===== config.mk =====
export PLATFORM = sky130hd
export DESIGN_NAME = pad_io_cond
export DESIGN_NICKNAME = d
export VERILOG_FILES = /design/src/rtl/pad_io_cond.sv
export SDC_FILE = /design/constraint.sdc
export NUM_CORES = 1
export LEC_CHECK = 0
export ABC_CLOCK_PERIOD_IN_PS = 3500
export CORE_MARGIN = 2
export CORE_UTILIZATION = 45
export CTS_CLUSTER_DIAMETER = 200
export CTS_CLUSTER_SIZE = 25
export DETAILED_ROUTE_END_ITERATION = 8
export GPL_TIMING_DRIVEN = 0
export PLACE_DENSITY_LB_ADDON = 0.05
export SKIP_LAST_GASP = 1
export SLEW_MARGIN = 30
export SYNTH_ARGS = -nofsm -noshare
export SYNTH_HDL_FRONTEND = slang
export SYNTH_SLANG_ARGS = --single-unit

===== constraint.sdc =====
create_clock -name clk -period 3.5 [get_ports clk]
set_input_delay 0.35 -clock clk [delete_from_list [all_inputs] [get_ports clk]]
set_output_delay 0.35 -clock clk [all_outputs]
set_load 0.01 [all_outputs]

===== src/rtl/pad_io_cond.sv =====
// pad_io_cond: conditioning stage between the pad ring and the core.
// - Pad inputs: SYNC_STAGES-deep synchroniser, then a per-channel glitch
//   filter that needs FILTER_LEN consecutive agreeing samples
//   (FILTER_LEN == 0 bypasses the filter).
// - Pad outputs: registered once, with reset value OUT_RST_VAL.
// - rst_core: asserts asynchronously with rst and deasserts synchronously.
// Optional macro PAD_IN_EDGE_EN adds the in_rise/in_fall edge pulse outputs.
module pad_io_cond #(
    parameter int unsigned      N_IN        = 5,
    parameter int unsigned      N_OUT       = 15,
    parameter int unsigned      SYNC_STAGES = 2,
    parameter int unsigned      FILTER_LEN  = 4,
    parameter logic [N_IN-1:0]  IN_RST_VAL  = '0,
    parameter logic [N_OUT-1:0] OUT_RST_VAL = '0
) (
    input  logic             clk,
    input  logic             rst,
    input  logic [N_IN-1:0]  pad_in,
    output logic [N_IN-1:0]  core_in,
    input  logic [N_OUT-1:0] core_out,
    output logic [N_OUT-1:0] pad_out,
    output logic             rst_core
`ifdef PAD_IN_EDGE_EN
    ,
    output logic [N_IN-1:0]  in_rise,
    output logic [N_IN-1:0]  in_fall
`endif
);

    // Elaboration-time parameter checks
    if (SYNC_STAGES < 2 || SYNC_STAGES > 4) begin : g_bad_sync_stages
        $error("pad_io_cond: SYNC_STAGES must be in 2..4");
    end
    if (N_IN < 1) begin : g_bad_n_in
        $error("pad_io_cond: N_IN must be >= 1");
    end
    if (N_OUT < 1) begin : g_bad_n_out
        $error("pad_io_cond: N_OUT must be >= 1");
    end

    // ------------------------------------------------------------------
    // Input synchroniser chain
    // ------------------------------------------------------------------
    logic [N_IN-1:0] sync_q [SYNC_STAGES];
    logic [N_IN-1:0] sync_last;

    assign sync_last = sync_q[SYNC_STAGES-1];

    // Shift raw pad values through the synchroniser stages
    always_ff @(posedge clk or posedge rst) begin
        if (rst) begin
            for (int unsigned k = 0; k < SYNC_STAGES; k++) begin
                sync_q[k] <= IN_RST_VAL;
            end
        end else begin
            sync_q[0] <= pad_in;
            for (int unsigned k = 1; k < SYNC_STAGES; k++) begin
                sync_q[k] <= sync_q[k-1];
            end
        end
    end

    // ------------------------------------------------------------------
    // Glitch filter
    // ------------------------------------------------------------------
    if (FILTER_LEN > 0) begin : g_filter
        localparam int unsigned     CW       = $clog2(FILTER_LEN + 1);
        localparam logic [CW-1:0]   CNT_LAST = CW'(FILTER_LEN - 1);

        logic [CW-1:0]   cnt_q [N_IN];
        logic [CW-1:0]   cnt_d [N_IN];
        logic [N_IN-1:0] core_q;
        logic [N_IN-1:0] core_d;

        // Per channel: count consecutive disagreeing samples; adopt the new
        // level on the FILTER_LEN-th one, drop the count on any agreement
        always_comb begin
            core_d = core_q;
            for (int unsigned i = 0; i < N_IN; i++) begin
                cnt_d[i] = '0;
                if (sync_last[i] == core_q[i]) begin
                    cnt_d[i] = '0;
                end else if (cnt_q[i] == CNT_LAST) begin
                    core_d[i] = sync_last[i];
                    cnt_d[i]  = '0;
                end else begin
                    cnt_d[i] = cnt_q[i] + 1'b1;
                end
            end
        end

        // Filter state registers
        always_ff @(posedge clk or posedge rst) begin
            if (rst) begin
                core_q <= IN_RST_VAL;
                for (int unsigned i = 0; i < N_IN; i++) begin
                    cnt_q[i] <= '0;
                end
            end else begin
                core_q <= core_d;
                for (int unsigned i = 0; i < N_IN; i++) begin
                    cnt_q[i] <= cnt_d[i];
                end
            end
        end

        assign core_in = core_q;
    end else begin : g_no_filter
        assign core_in = sync_last;
    end

    // ------------------------------------------------------------------
    // Output registers
    // ------------------------------------------------------------------
    logic [N_OUT-1:0] pad_out_q;

    // Register core outputs once before the pads
    always_ff @(posedge clk or posedge rst) begin
        if (rst) begin
            pad_out_q <= OUT_RST_VAL;
        end else begin
            pad_out_q <= core_out;
        end
    end

    assign pad_out = pad_out_q;

    // ------------------------------------------------------------------
    // Core reset synchroniser
    // ------------------------------------------------------------------
    logic [SYNC_STAGES-1:0] rst_sync_q;

    // Async set on rst, shift zeros in so release happens on the
    // SYNC_STAGES-th edge after rst falls
    always_ff @(posedge clk or posedge rst) begin
        if (rst) begin
            rst_sync_q <= '1;
        end else begin
            rst_sync_q <= {rst_sync_q[SYNC_STAGES-2:0], 1'b0};
        end
    end

    assign rst_core = rst_sync_q[SYNC_STAGES-1];

`ifdef PAD_IN_EDGE_EN
    // ------------------------------------------------------------------
    // Edge detection on the conditioned inputs
    // ------------------------------------------------------------------
    logic [N_IN-1:0] prev_q;

    // Previous-cycle copy of core_in
    always_ff @(posedge clk or posedge rst) begin
        if (rst) begin
            prev_q <= IN_RST_VAL;
        end else begin
            prev_q <= core_in;
        end
    end

    assign in_rise = core_in & ~prev_q;
    assign in_fall = ~core_in & prev_q;
`endif

endmodule


==> key figures, run 1 <==
Run status
  • Status: finished clean

Floorplanning
  • Die height: 62.1 um
  • Core Region: ~0.0033 sq mm
  • Die X-Extent: 62.1 um
  • Initial Util: 0.462
  • Rows: 21
  • Full die area: 0.00385 sq mm
  • # IOs: 43

Logic synthesis
  • Sequential share of the synthesized area: 0.777
  • Mean post-synth cell area: 18.1 sq um
  • Most frequent cell after synthesis: dfrtp_1
  • Syn_nets: between 100 and 150
  • Dominant synthesized flop cell: dfrtp_1
  • Post-synth ARST share: 1.00
  • Post-synth EDFFs: 0
  • Cells after Synth: between 80 and 90
  • Yosys cell types: 11
  • Area leader, netlist: dfrtp_1
  • Flops & latches, synth: 47
  • Synth area leaders: dfrtp_1 (74%), nor2b_4 (4.5%), nor3b_1 (4.5%), ha_1 (4.1%), mux2_2 (3.7%)
  • Synth warn: 0
  • Commonest cells post-synth: dfrtp_1 (45), nor3b_1 (9)
  • Synth top area share: 0.743
  • Netlist Area Pre-Place: 0.00152 sq mm

Final layout
  • Post-route insts no fill: 181
  • Nets: approximately 160
  • Design area: approximately 0.0021 sq mm
  • Fillers: 267
  • Layout cell share with drive strength beyond 1: 0.156
  • Area grow syn2layout: 37.3%
  • Number of diodes: 0

Placed design
  • Port bufs: 42
  • RePlAce Congestion: 0.639
  • Inst Count DP: roughly 170
  • Area post-placement: 0.00202 sq mm

Routing
  • Via density: ~4.5
  • Post-route DRC: 0
  • Total length of routed wires: 2110 um
  • TritonRoute pass-1 iters: 2
  • Initial DRC count: 14
  • Remaining antenna violation count: 0
  • Via Count: 817
  • Routed len/inst: 11.6 um

Global route
  • Vias in the first global route: about 840
  • GRT overflow: 0
  • Initial antenna violation count: 0
  • Overall Global Routing Usage: 0.132
  • First-pass GRT wire length: 3460 um
  • Met1 GRT Util: 0.127
  • M3 GR Usage: 0.0911
  • GR peak layer: met2
  • Pin count of the biggest net entering global routing: 31
  • Met2 Use GR: 0.213

STA
  • Max-slew headroom: 0.577
  • Max Clk Rate: between 500 and 600 MHz
  • Final period util: 0.504
  • Slew Limit Fails: 0
  • Worst-Margin Slew: 0.634 ns
  • Hold slack final: 0.359 ns
  • Final Hold Viols: 0
  • RSZ-0062 raised after global routing: no
  • Tmin final: ~1.8 ns
  • Fin Clk Skew: 0.0119 ns
  • Final-report setup violation count: 0
  • TNS Setup: 0 ns

Setup path
  • Crit-path max FO: 1
  • Top delay family on crit path: buffers and inverters
  • Slowest stage delay, CP: 0.54 ns
  • Worst Path Buf+Inv: 1
  • Worst setup SP type: flop
  • Crit path DAT: about 1.4 ns
  • Worst path slowest cell: clkdlybuf4s50_1
  • Critical Path, Cell by Cell: clkdlybuf4s50_1
  • Crit path capture type: output pin
  • Worst path required time: 3.15 ns
  • CP Class: flop to output pin

Clocking
  • Htree depth: 2
  • CTS Buf Count: 5
  • CTS tree: done
  • CTS sink count: 47
  • Post_cts resized: 0
  • Worst-path clk slew: between 0.1 and 0.15 ns
  • # hold bufs at CTS: 0
  • Clock Tree Root: clkbuf_4
  • Clock latency on the worst-skew pair: 0.35 ns
  • Setup Buffers After CTS: 0
  • Clock buffer depth: 2

Power
  • Lkg Pwr: 0.910 nW
  • Peak supply drop: 0.000329 V
  • Power after layout: 1.24 mW
  • PwrDens: 597 mW/mm^2

Run
  • Maxcap violations: 0

Min path
  • Worst hold path type: flop to flop
## layout by cell type (no fill, tap or decap), types with 2 or more instances in the layout
cell,synthesis,final
clkbuf_4,0,5
clkdlybuf4s50_1,0,42
dfrtp_1,45,45
dfstp_2,2,2
ha_1,5,5
mux2_2,5,5
nor2b_4,5,5
nor3_1,5,5
nor3b_1,9,9
xnor2_1,5,5
## per-stage QoR
| step | util | setup WS (ns) |
|---|---|---|
| finish | 0.634 | 1.74 |
| global route | 0.634 | 1.67 |
| detailed placement | 0.616 | 2.11 |
| global placement | 0.607 | 1.24 |
| floorplan | - | 2.04 |
| CTS | 0.634 | 1.70 |
## layout make-up
type                       instances  area [sq um]  share of cell area
tap                               46          57.6              0.0276
inverter                           1          3.75             0.00180
clock inverter                     1          5.00             0.00240
clock buffer                       7          55.1              0.0264
timing repair buffer              43           448               0.215
multi-input combinational         36           334               0.160
sequential                        47          1180               0.566
## sequential cells by signal, summed over array words and instances, names as in the netlist
register	count
core_in	5
g_filter.cnt_q	15
pad_out	15
rst_sync_q	2
sync_last	5
sync_q	5
## cells by family (layout without fill, tap and decap cells)
kind of cell  count (synthesis)  count (layout)  synth area share
mux                           5               5            0.0371
fa+ha+maj                     5               5            0.0413
flops                        47              47             0.777
simple gates                 20              20             0.111
other cells                   1               1           0.00247
xor+xnor                      5               5            0.0289
buf+inv                       1              52           0.00247
## power breakdown
part / switching (mW) / total, mW / internal, mW / leakage (nW)
combinational: 0.115 / 0.307 / 0.193 / 0.304
clock: 0.152 / 0.249 / 0.0976 / 0.0353
sequential: 0.0524 / 0.687 / 0.634 / 0.571
total: 0.319 / 1.24 / 0.924 / 0.910
## worst register-to-register path, cell delays in order (launching register included)
cell and delay [ns]:
dfrtp_1 0.38, ha_1 0.18, nor2b_4 0.17, mux2_2 0.33
## worst paths after layout
| path | end | slack (ns) | depth (start not counted) | start |
|---|---|---|---|---|
| hold / removal | sync_last[2]$_DFF_PP0_ | 0.36 | 0 | sync_q[7]$_DFF_PP0_ |
| max in group asynchronous | sync_last[1]$_DFF_PP0_ | 2.60 | 3 | rst |
| setup / recovery | rst_core | 1.74 | 1 | rst_sync_q[1]$_DFF_PP1_ |
| setup reg to reg | core_in[1]$_DFFE_PP0P_ | 2.34 | 3 | g_filter.cnt_q[9]$_DFF_PP0_ |
| hold reg to reg | sync_last[2]$_DFF_PP0_ | 0.36 | 0 | sync_q[7]$_DFF_PP0_ |
| min in group asynchronous | sync_q[9]$_DFF_PP0_ | 0.39 | 2 | rst |
## metal layers
layer,up-vias,part of all wire
met5,-,0
met4,0,0.026
met3,6,0.11
met2,32,0.49
met1,402,0.37
li1,377,-
No activity file was read; power rests on OpenSTA's default activity.
==> run 2: changes to the inputs <==
--- a/config.mk
+++ b/config.mk
@@ -5,9 +5,9 @@
 export SDC_FILE = /design/constraint.sdc
 export NUM_CORES = 1
 export LEC_CHECK = 0
-export ABC_CLOCK_PERIOD_IN_PS = 3500
+export ABC_CLOCK_PERIOD_IN_PS = 1440
 export CORE_MARGIN = 2
-export CORE_UTILIZATION = 45
+export CORE_UTILIZATION = 41
 export CTS_CLUSTER_DIAMETER = 200
 export CTS_CLUSTER_SIZE = 25
 export DETAILED_ROUTE_END_ITERATION = 8
==> constraint.sdc (replaced) <==
create_clock -name clk -period 1.44 [get_ports clk]
set_input_delay 0.144 -clock clk [delete_from_list [all_inputs] [get_ports clk]]
set_output_delay 0.144 -clock clk [all_outputs]
set_load 0.01 [all_outputs]
==> run 2 against run 1 <==
  * First-iteration DRC count down 64%
  * Utilization is 4.4 points lower
  * Routed wire length rose by 6.7%
  * Sequential share of layout area fell by 1.2 points
  * Hold slack lost 0.22 ns
  * Flip-flop and latch count did not move
==> key figures, run 2 (synthesis results as in run 1) <==
Run status
  • Status: finished clean (unchanged)

Final layout
  • Fillers: 298 (was 267)
  • Number of diodes: 0 (unchanged)
  • Most frequent cells in the layout: dfrtp_1 (45), clkdlybuf4s50_1 (39), nor3b_1 (9) (was dfrtp_1 (45), clkdlybuf4s50_1 (42), nor3b_1 (9))
  • Final core occ: 0.590 (was 0.634)
  • Post-route insts no fill: 183 (was 181)
  • Layout cell share with drive strength beyond 1: 0.148 (was 0.156)
  • Commonest non-fill, non-tap cell in the layout: dfrtp_1 (unchanged)
  • Design area: 0.00213 sq mm (was 0.00208 sq mm)
  • Area grow syn2layout: 40.3% (was 37.3%)
  • Nets: 161 (unchanged)

Power
  • PwrDens: 1560 mW/mm^2 (was 597 mW/mm^2)
  • Peak supply drop: 0.000772 V (was 0.000329 V)
  • P_sw: 0.791 mW (was 0.319 mW)
  • Internal: 2.52 mW (was 0.924 mW)
  • Comb power frac: 0.223 (was 0.247)
  • Clock power share: 0.272 (was 0.201)
  • Sequential Power Share: 0.505 (was 0.552)
  • Switch share: 0.239 (was 0.256)
  • Lkg Pwr: 0.946 nW (was 0.910 nW)

Setup path
  • Critical Path, Cell by Cell: clkdlybuf4s50_1 (unchanged)
  • Slowest stage delay, CP: 0.55 ns (was 0.54 ns)
  • Worst path slowest cell: clkdlybuf4s50_1 (unchanged)
  • Worst path required time: 1.30 ns (was 3.15 ns)
  • Crit path DAT: 1.22 ns (was 1.41 ns)
  • Top delay family on crit path: buffers and inverters (unchanged)
  • Crit path capture type: output pin (unchanged)
  • Worst setup SP type: flop (unchanged)
  • Worst Path Buf+Inv: 1 (unchanged)
  • Crit-path max FO: 3 (was 1)
  • CP Class: flop to output pin (unchanged)
  • Flop2flop setup slack: 0.28 ns (was 2.34 ns)

Routing
  • Remaining antenna violation count: 0 (unchanged)
  • Via Count: 812 (was 817)
  • Routed len/inst: 12.3 um (was 11.6 um)
  • Initial DRC count: 5 (was 14)
  • Post-route DRC: 0 (unchanged)
  • TritonRoute pass-1 iters: 2 (unchanged)
  • Via density: 4.44 (was 4.51)
  • Total length of routed wires: 2250 um (was 2110 um)

Clocking
  • Htree depth: 2 (unchanged)
  • Setup Buffers After CTS: 0 (unchanged)
  • Clock latency on the worst-skew pair: 0.29 ns (was 0.35 ns)
  • Clock Tree Root: clkbuf_8 (was clkbuf_4)
  • CTS Buf Count: 5 (unchanged)
  • CTS tree: done (unchanged)
  • # hold bufs at CTS: 0 (unchanged)
  • CTS sink count: 47 (unchanged)
  • Clock buffer depth: 2 (unchanged)
  • Worst-path clk slew: 0.08 ns (was 0.11 ns)

Global route
  • First-pass GRT wire length: 4100 um (was 3460 um)
  • Met2 Use GR: 0.210 (was 0.213)
  • Pin count of the biggest net entering global routing: 33 (was 31)
  • Overall Global Routing Usage: 0.135 (was 0.132)
  • Initial antenna violation count: 0 (unchanged)
  • GRT overflow: 0 (unchanged)
  • Met1 GRT Util: 0.142 (was 0.127)
  • GR peak layer: met2 (unchanged)
  • Vias in the first global route: 942 (was 836)
  • M3 GR Usage: 0.0868 (was 0.0911)

STA
  • Final Hold Viols: 0 (unchanged)
  • Slew Limit Fails: 0 (unchanged)
  • Tmin final: 1.36 ns
  • Final-report setup violation count: 0 (unchanged)
  • Max Clk Rate: 735 MHz
  • RSZ-0062 raised after global routing: no (unchanged)
  • Fin Clk Skew: 0.00800 ns (was 0.0119 ns)
  • Final period util: 0.944

Floorplanning
  • Initial Util: 0.421 (was 0.462)
  • Die X-Extent: 64.8 um (was 62.1 um)
  • # IOs: 43 (unchanged)
  • Core Region: 0.00361 sq mm (was 0.00328 sq mm)
  • Die height: 64.8 um (was 62.1 um)
  • Full die area: 0.00420 sq mm (was 0.00385 sq mm)
  • Rows: 22 (was 21)

Placed design
  • DP HPWL: ~1700 um
  • Port bufs: 42 (unchanged)
  • Inst Count DP: 175 (was 173)
  • RePlAce Congestion: 0.687 (was 0.639)
  • Area post-placement: 0.00202 sq mm (about the same)

Run
  • Maxcap violations: 0 (unchanged)

Min path
  • Worst hold path type: input port to asynchronous set/reset pin (was flop to flop)
run 2: area by class of cell:
type / instances / area (sq um) / area share
clock buffers: 7 / 76.3 / 0.0359
clock inverters: 1 / 30.0 / 0.0141
inverters: 1 / 3.75 / 0.00176
multi-input cells: 36 / 334 / 0.157
flip-flops and latches: 47 / 1180 / 0.554
well taps: 48 / 60.1 / 0.0282
repair buffers: 43 / 444 / 0.209
run 2: power by group through the flow:
stage	registers, mW	logic, mW	clock network, mW
after global routing	1.71	0.834	1.00
after global placement	1.69	0.726	0
final	1.67	0.738	0.901
after floorplan	1.72	0.392	0
after detailed placement	1.71	0.770	0
after CTS	1.68	0.768	0.939
run 2: metrics by stage:
| step | hold WS [ns] | worst slack (ns) | TNS, ns | total power [mW] |
|---|---|---|---|---|
| after floorplan | 0.175 | 0.183 | 0 | 2.11 |
| after global placement | 0.331 | -0.625 | -28.58 | 2.41 |
| after detailed placement | 0.336 | 0.275 | 0 | 2.47 |
| after CTS | 0.139 | 0.0332 | 0 | 3.39 |
| after global routing | 0.157 | 0.0233 | 0 | 3.54 |
| final | 0.134 | 0.0801 | 0 | 3.31 |
run 2: timing repair:
action | 4_1_cts | 5_1_grt
pin swaps | 0 | 0
setup endpoints to repair | 1 | 2
gates cloned | 0 | 0
gates resized for setup | 1 | 2
run 2: final timing paths:
kind                                             start                      end  cells after the start
max                             core_in[1]$_DFFE_PP0P_               core_in[1]                      1
min                                                rst   core_in[0]$_DFFE_PP0P_                      2
max reg2reg                g_filter.cnt_q[0]$_DFF_PP0_   core_in[4]$_DFFE_PP0P_                      3
min reg2reg                        sync_q[9]$_DFF_PP0_   sync_last[4]$_DFF_PP0_                      0
max in group asynchronous                          rst  rst_sync_q[0]$_DFF_PP1_                      3
min in group clk                             pad_in[2]      sync_q[7]$_DFF_PP0_                      1
run 2: per-layer routing:
layer,part of all wire,vias to the layer above
met5,0,-
met4,0.0098,0
met3,0.11,2
met2,0.50,30
met1,0.38,406
li1,-,374
==> run 3: changes to the inputs <==
--- a/config.mk
+++ b/config.mk
@@ -6,12 +6,15 @@
 export NUM_CORES = 1
 export LEC_CHECK = 0
 export ABC_CLOCK_PERIOD_IN_PS = 1440
+export CELL_PAD_IN_SITES_DETAIL_PLACEMENT = 1
+export CELL_PAD_IN_SITES_GLOBAL_PLACEMENT = 1
 export CORE_MARGIN = 2
-export CORE_UTILIZATION = 41
+export CORE_UTILIZATION = 34
 export CTS_CLUSTER_DIAMETER = 200
 export CTS_CLUSTER_SIZE = 25
 export DETAILED_ROUTE_END_ITERATION = 8
 export GPL_TIMING_DRIVEN = 0
+export HOLD_SLACK_MARGIN = 0.08
 export PLACE_DENSITY_LB_ADDON = 0.05
 export SKIP_LAST_GASP = 1
 export SLEW_MARGIN = 30
==> run 3 against run 2 <==
  * Worst setup slack lost 0.019 ns
  * Via count shrank 0.25%
  * Critical path type unchanged
  * Combinational power grew 2%
  * Clock skew grew 0.0039 ns
  * Sequential power is essentially flat
  * Register-to-register slack is essentially flat
  * Sequential share of layout area shrank 0.74 points
  * Maximum frequency shrank 1.4%
  * Die area grew 19%
  * Count of clock-buffer cells in the layout shrank 1
  * Hold slack gained 0.042 ns
  * Non-clock buffer count is the same
==> key figures, run 3 (synthesis results as in run 1) <==
Power
  • Lkg Pwr: 0.949 nW (was 0.946 nW)
  • PwrDens: 1640 mW/mm^2 (was 1560 mW/mm^2)
  • Switch share: 0.234 (was 0.239)
  • Internal: 2.70 mW (was 2.52 mW)
  • Sequential Power Share: 0.473 (was 0.505)
  • Peak supply drop: 0.000701 V (was 0.000772 V)
  • Comb power frac: 0.213 (was 0.223)
  • P_sw: 0.827 mW (was 0.791 mW)
  • Clock power share: 0.314 (was 0.272)

Final layout
  • Final core occ: 0.499 (was 0.590)
  • Design area: 0.00216 sq mm (was 0.00213 sq mm)
  • Fillers: 424 (was 298)
  • FF+latch area: 0.00118 sq mm (unchanged)
  • Number of diodes: 0 (unchanged)
  • Layout cell share with drive strength beyond 1: 0.156 (was 0.148)
  • Commonest non-fill, non-tap cell in the layout: dfrtp_1 (unchanged)
  • Most frequent cells in the layout: dfrtp_1 (45), clkdlybuf4s50_1 (40), nor3b_1 (9) (was dfrtp_1 (45), clkdlybuf4s50_1 (39), nor3b_1 (9))
  • Nets: 161 (unchanged)
  • Area of the multi-input gates: 334 sq um (unchanged)
  • Area grow syn2layout: 42.2% (was 40.3%)

Placed design
  • DP HPWL: 1850 um (was 1730 um)
  • Post-place setup slack: 0.261 ns (was 0.275 ns)
  • RePlAce Congestion: 0.659 (was 0.687)
  • Port bufs: 42 (unchanged)
  • Area post-placement: 0.00202 sq mm (about the same)

Setup path
  • Reg2reg start: g_filter.cnt_q[3]$_DFF_PP0_ (was g_filter.cnt_q[0]$_DFF_PP0_)
  • Crit path DAT: 1.24 ns (was 1.22 ns)
  • Crit path capture type: output pin (unchanged)
  • Crit path to: core_in[4] (was core_in[1])
  • R2R depth: 3 (unchanged)
  • Worst Setup SP: core_in[4]$_DFFE_PP0P_ (was core_in[1]$_DFFE_PP0P_)
  • Crit-path max FO: 3 (unchanged)
  • Top delay family on crit path: buffers and inverters (unchanged)
  • WP depth: 1 (unchanged)
  • Worst setup SP type: flop (unchanged)
  • Worst path required time: 1.30 ns (about the same)
  • RR Endpoint: core_in[3]$_DFFE_PP0P_ (was core_in[4]$_DFFE_PP0P_)
  • Worst path slowest cell: clkdlybuf4s50_1 (unchanged)
  • Critical Path, Cell by Cell: clkdlybuf4s50_1 (unchanged)
  • Worst Path Buf+Inv: 1 (unchanged)
  • Flop2flop setup slack: 0.28 ns (about the same)
  • CP Class: flop to output pin (unchanged)
  • Slowest stage delay, CP: 0.55 ns (about the same)

STA
  • Hold slack final: 0.176 ns (was 0.134 ns)
  • Fin Clk Skew: 0.0119 ns (was 0.00800 ns)
  • Final period util: 0.958 (was 0.944)
  • RSZ-0062 raised after global routing: no (unchanged)
  • Tmin final: 1.38 ns (was 1.36 ns)
  • Slew Limit Fails: 0 (unchanged)
  • Setup ws final: 0.0609 ns (was 0.0801 ns)
  • Final Hold Viols: 0 (unchanged)
  • Final-report setup violation count: 0 (unchanged)
  • Max Clk Rate: 725 MHz (was 735 MHz)

Routing
  • TritonRoute pass-1 iters: 2 (unchanged)
  • Total length of routed wires: 2450 um (was 2250 um)
  • Initial DRC count: 1 (was 5)
  • Via Count: 810 (was 812)
  • Remaining antenna violation count: 0 (unchanged)
  • Post-route DRC: 0 (unchanged)
  • Routed len/inst: 13.1 um (was 12.3 um)
  • Via density: 4.33 (was 4.44)

Floorplanning
  • Rows: 24 (was 22)
  • Die X-Extent: 70.8 um (was 64.8 um)
  • Core Region: 0.00432 sq mm (was 0.00361 sq mm)
  • Die height: 70.8 um (was 64.8 um)
  • Full die area: 0.00501 sq mm (was 0.00420 sq mm)
  • # IOs: 43 (unchanged)
  • Initial Util: 0.351 (was 0.421)

Clocking
  • Clock buffer depth: 2 (unchanged)
  • CTS sink count: 47 (unchanged)
  • Clock Tree Root: clkbuf_8 (unchanged)
  • CTS Buf Count: 5 (unchanged)
  • Worst-path clk slew: 0.09 ns (was 0.08 ns)
  • CTS tree: done (unchanged)
  • Setup Buffers After CTS: 0 (unchanged)
  • Htree depth: 2 (unchanged)
  • Clock latency on the worst-skew pair: 0.30 ns (was 0.29 ns)

Global route
  • First-pass GRT wire length: 4170 um (was 4100 um)
  • Vias in the first global route: 946 (was 942)
  • GRT overflow: 0 (unchanged)
  • Initial antenna violation count: 0 (unchanged)
  • Pin count of the biggest net entering global routing: 27 (was 33)
  • Overall Global Routing Usage: 0.111 (was 0.135)

Min path
  • Worst hold path type: input port to asynchronous set/reset pin (unchanged)

Run
  • Maxcap violations: 0 (unchanged)

Run status
  • Status: finished clean (unchanged)
[run 3: cell types whose count changed in the layout (fill, tap and decap cells not counted)]
cell and change:
bufinv_16 +1, clkbuf_1 -1, clkdlybuf4s50_1 +1, dlymetal6s2s_1 -1
[run 3: per-layer routing]
| layer | vias up | GRT usage | part of all wire |
|---|---|---|---|
| met5 | - | 0 | 0 |
| met4 | 0 | 0.0440 | 0.019 |
| met3 | 5 | 0.0712 | 0.12 |
| met2 | 34 | 0.175 | 0.49 |
| met1 | 398 | 0.119 | 0.37 |
| li1 | 373 | - | - |
[run 3: through the flow]
stage	cells	setup TNS (ns)	total power, mW
finish	187	0	3.53
global route	187	0	3.75
CTS	187	0	3.59
detailed placement	179	0	2.48
global placement	178	-30.76	2.42
floorplan	84	0	2.11
[run 3: how the worst min path moves through the flow]
stage | start | end | cells after the start
global route | rst | g_filter.cnt_q[3]$_DFF_PP0_ | 2
finish | rst | g_filter.cnt_q[3]$_DFF_PP0_ | 2
global placement | sync_q[9]$_DFF_PP0_ | sync_last[4]$_DFF_PP0_ | 0
CTS | rst | g_filter.cnt_q[3]$_DFF_PP0_ | 2
floorplan | core_out[0] | pad_out[0]$_DFF_PP0_ | 0
detailed placement | sync_q[5]$_DFF_PP0_ | sync_last[0]$_DFF_PP0_ | 0
[run 3: power groups by stage]
| stage | clock (mW) | sequential (mW) | combinational, mW |
|---|---|---|---|
| final | 1.11 | 1.67 | 0.752 |
| after CTS | 1.14 | 1.68 | 0.778 |
| after global placement | 0 | 1.69 | 0.735 |
| after global routing | 1.20 | 1.70 | 0.844 |
| after detailed placement | 0 | 1.70 | 0.779 |
| after floorplan | 0 | 1.72 | 0.392 |
[run 3: timing repair]
item	in CTS	in global routing
endpoints found under the setup margin	1	1
hold buffers	0	0
gates resized for setup	1	1
gates cloned	0	0
hold endpoints to repair	0	0
[run 3: final cells by class]
cell class | count | area share
flip-flops and latches | 47 | 0.547
well taps | 52 | 0.0302
clock buffers | 6 | 0.0337
repair buffers | 43 | 0.205
multi-input cells | 36 | 0.155
clock inverters | 2 | 0.0279
inverters | 1 | 0.00174
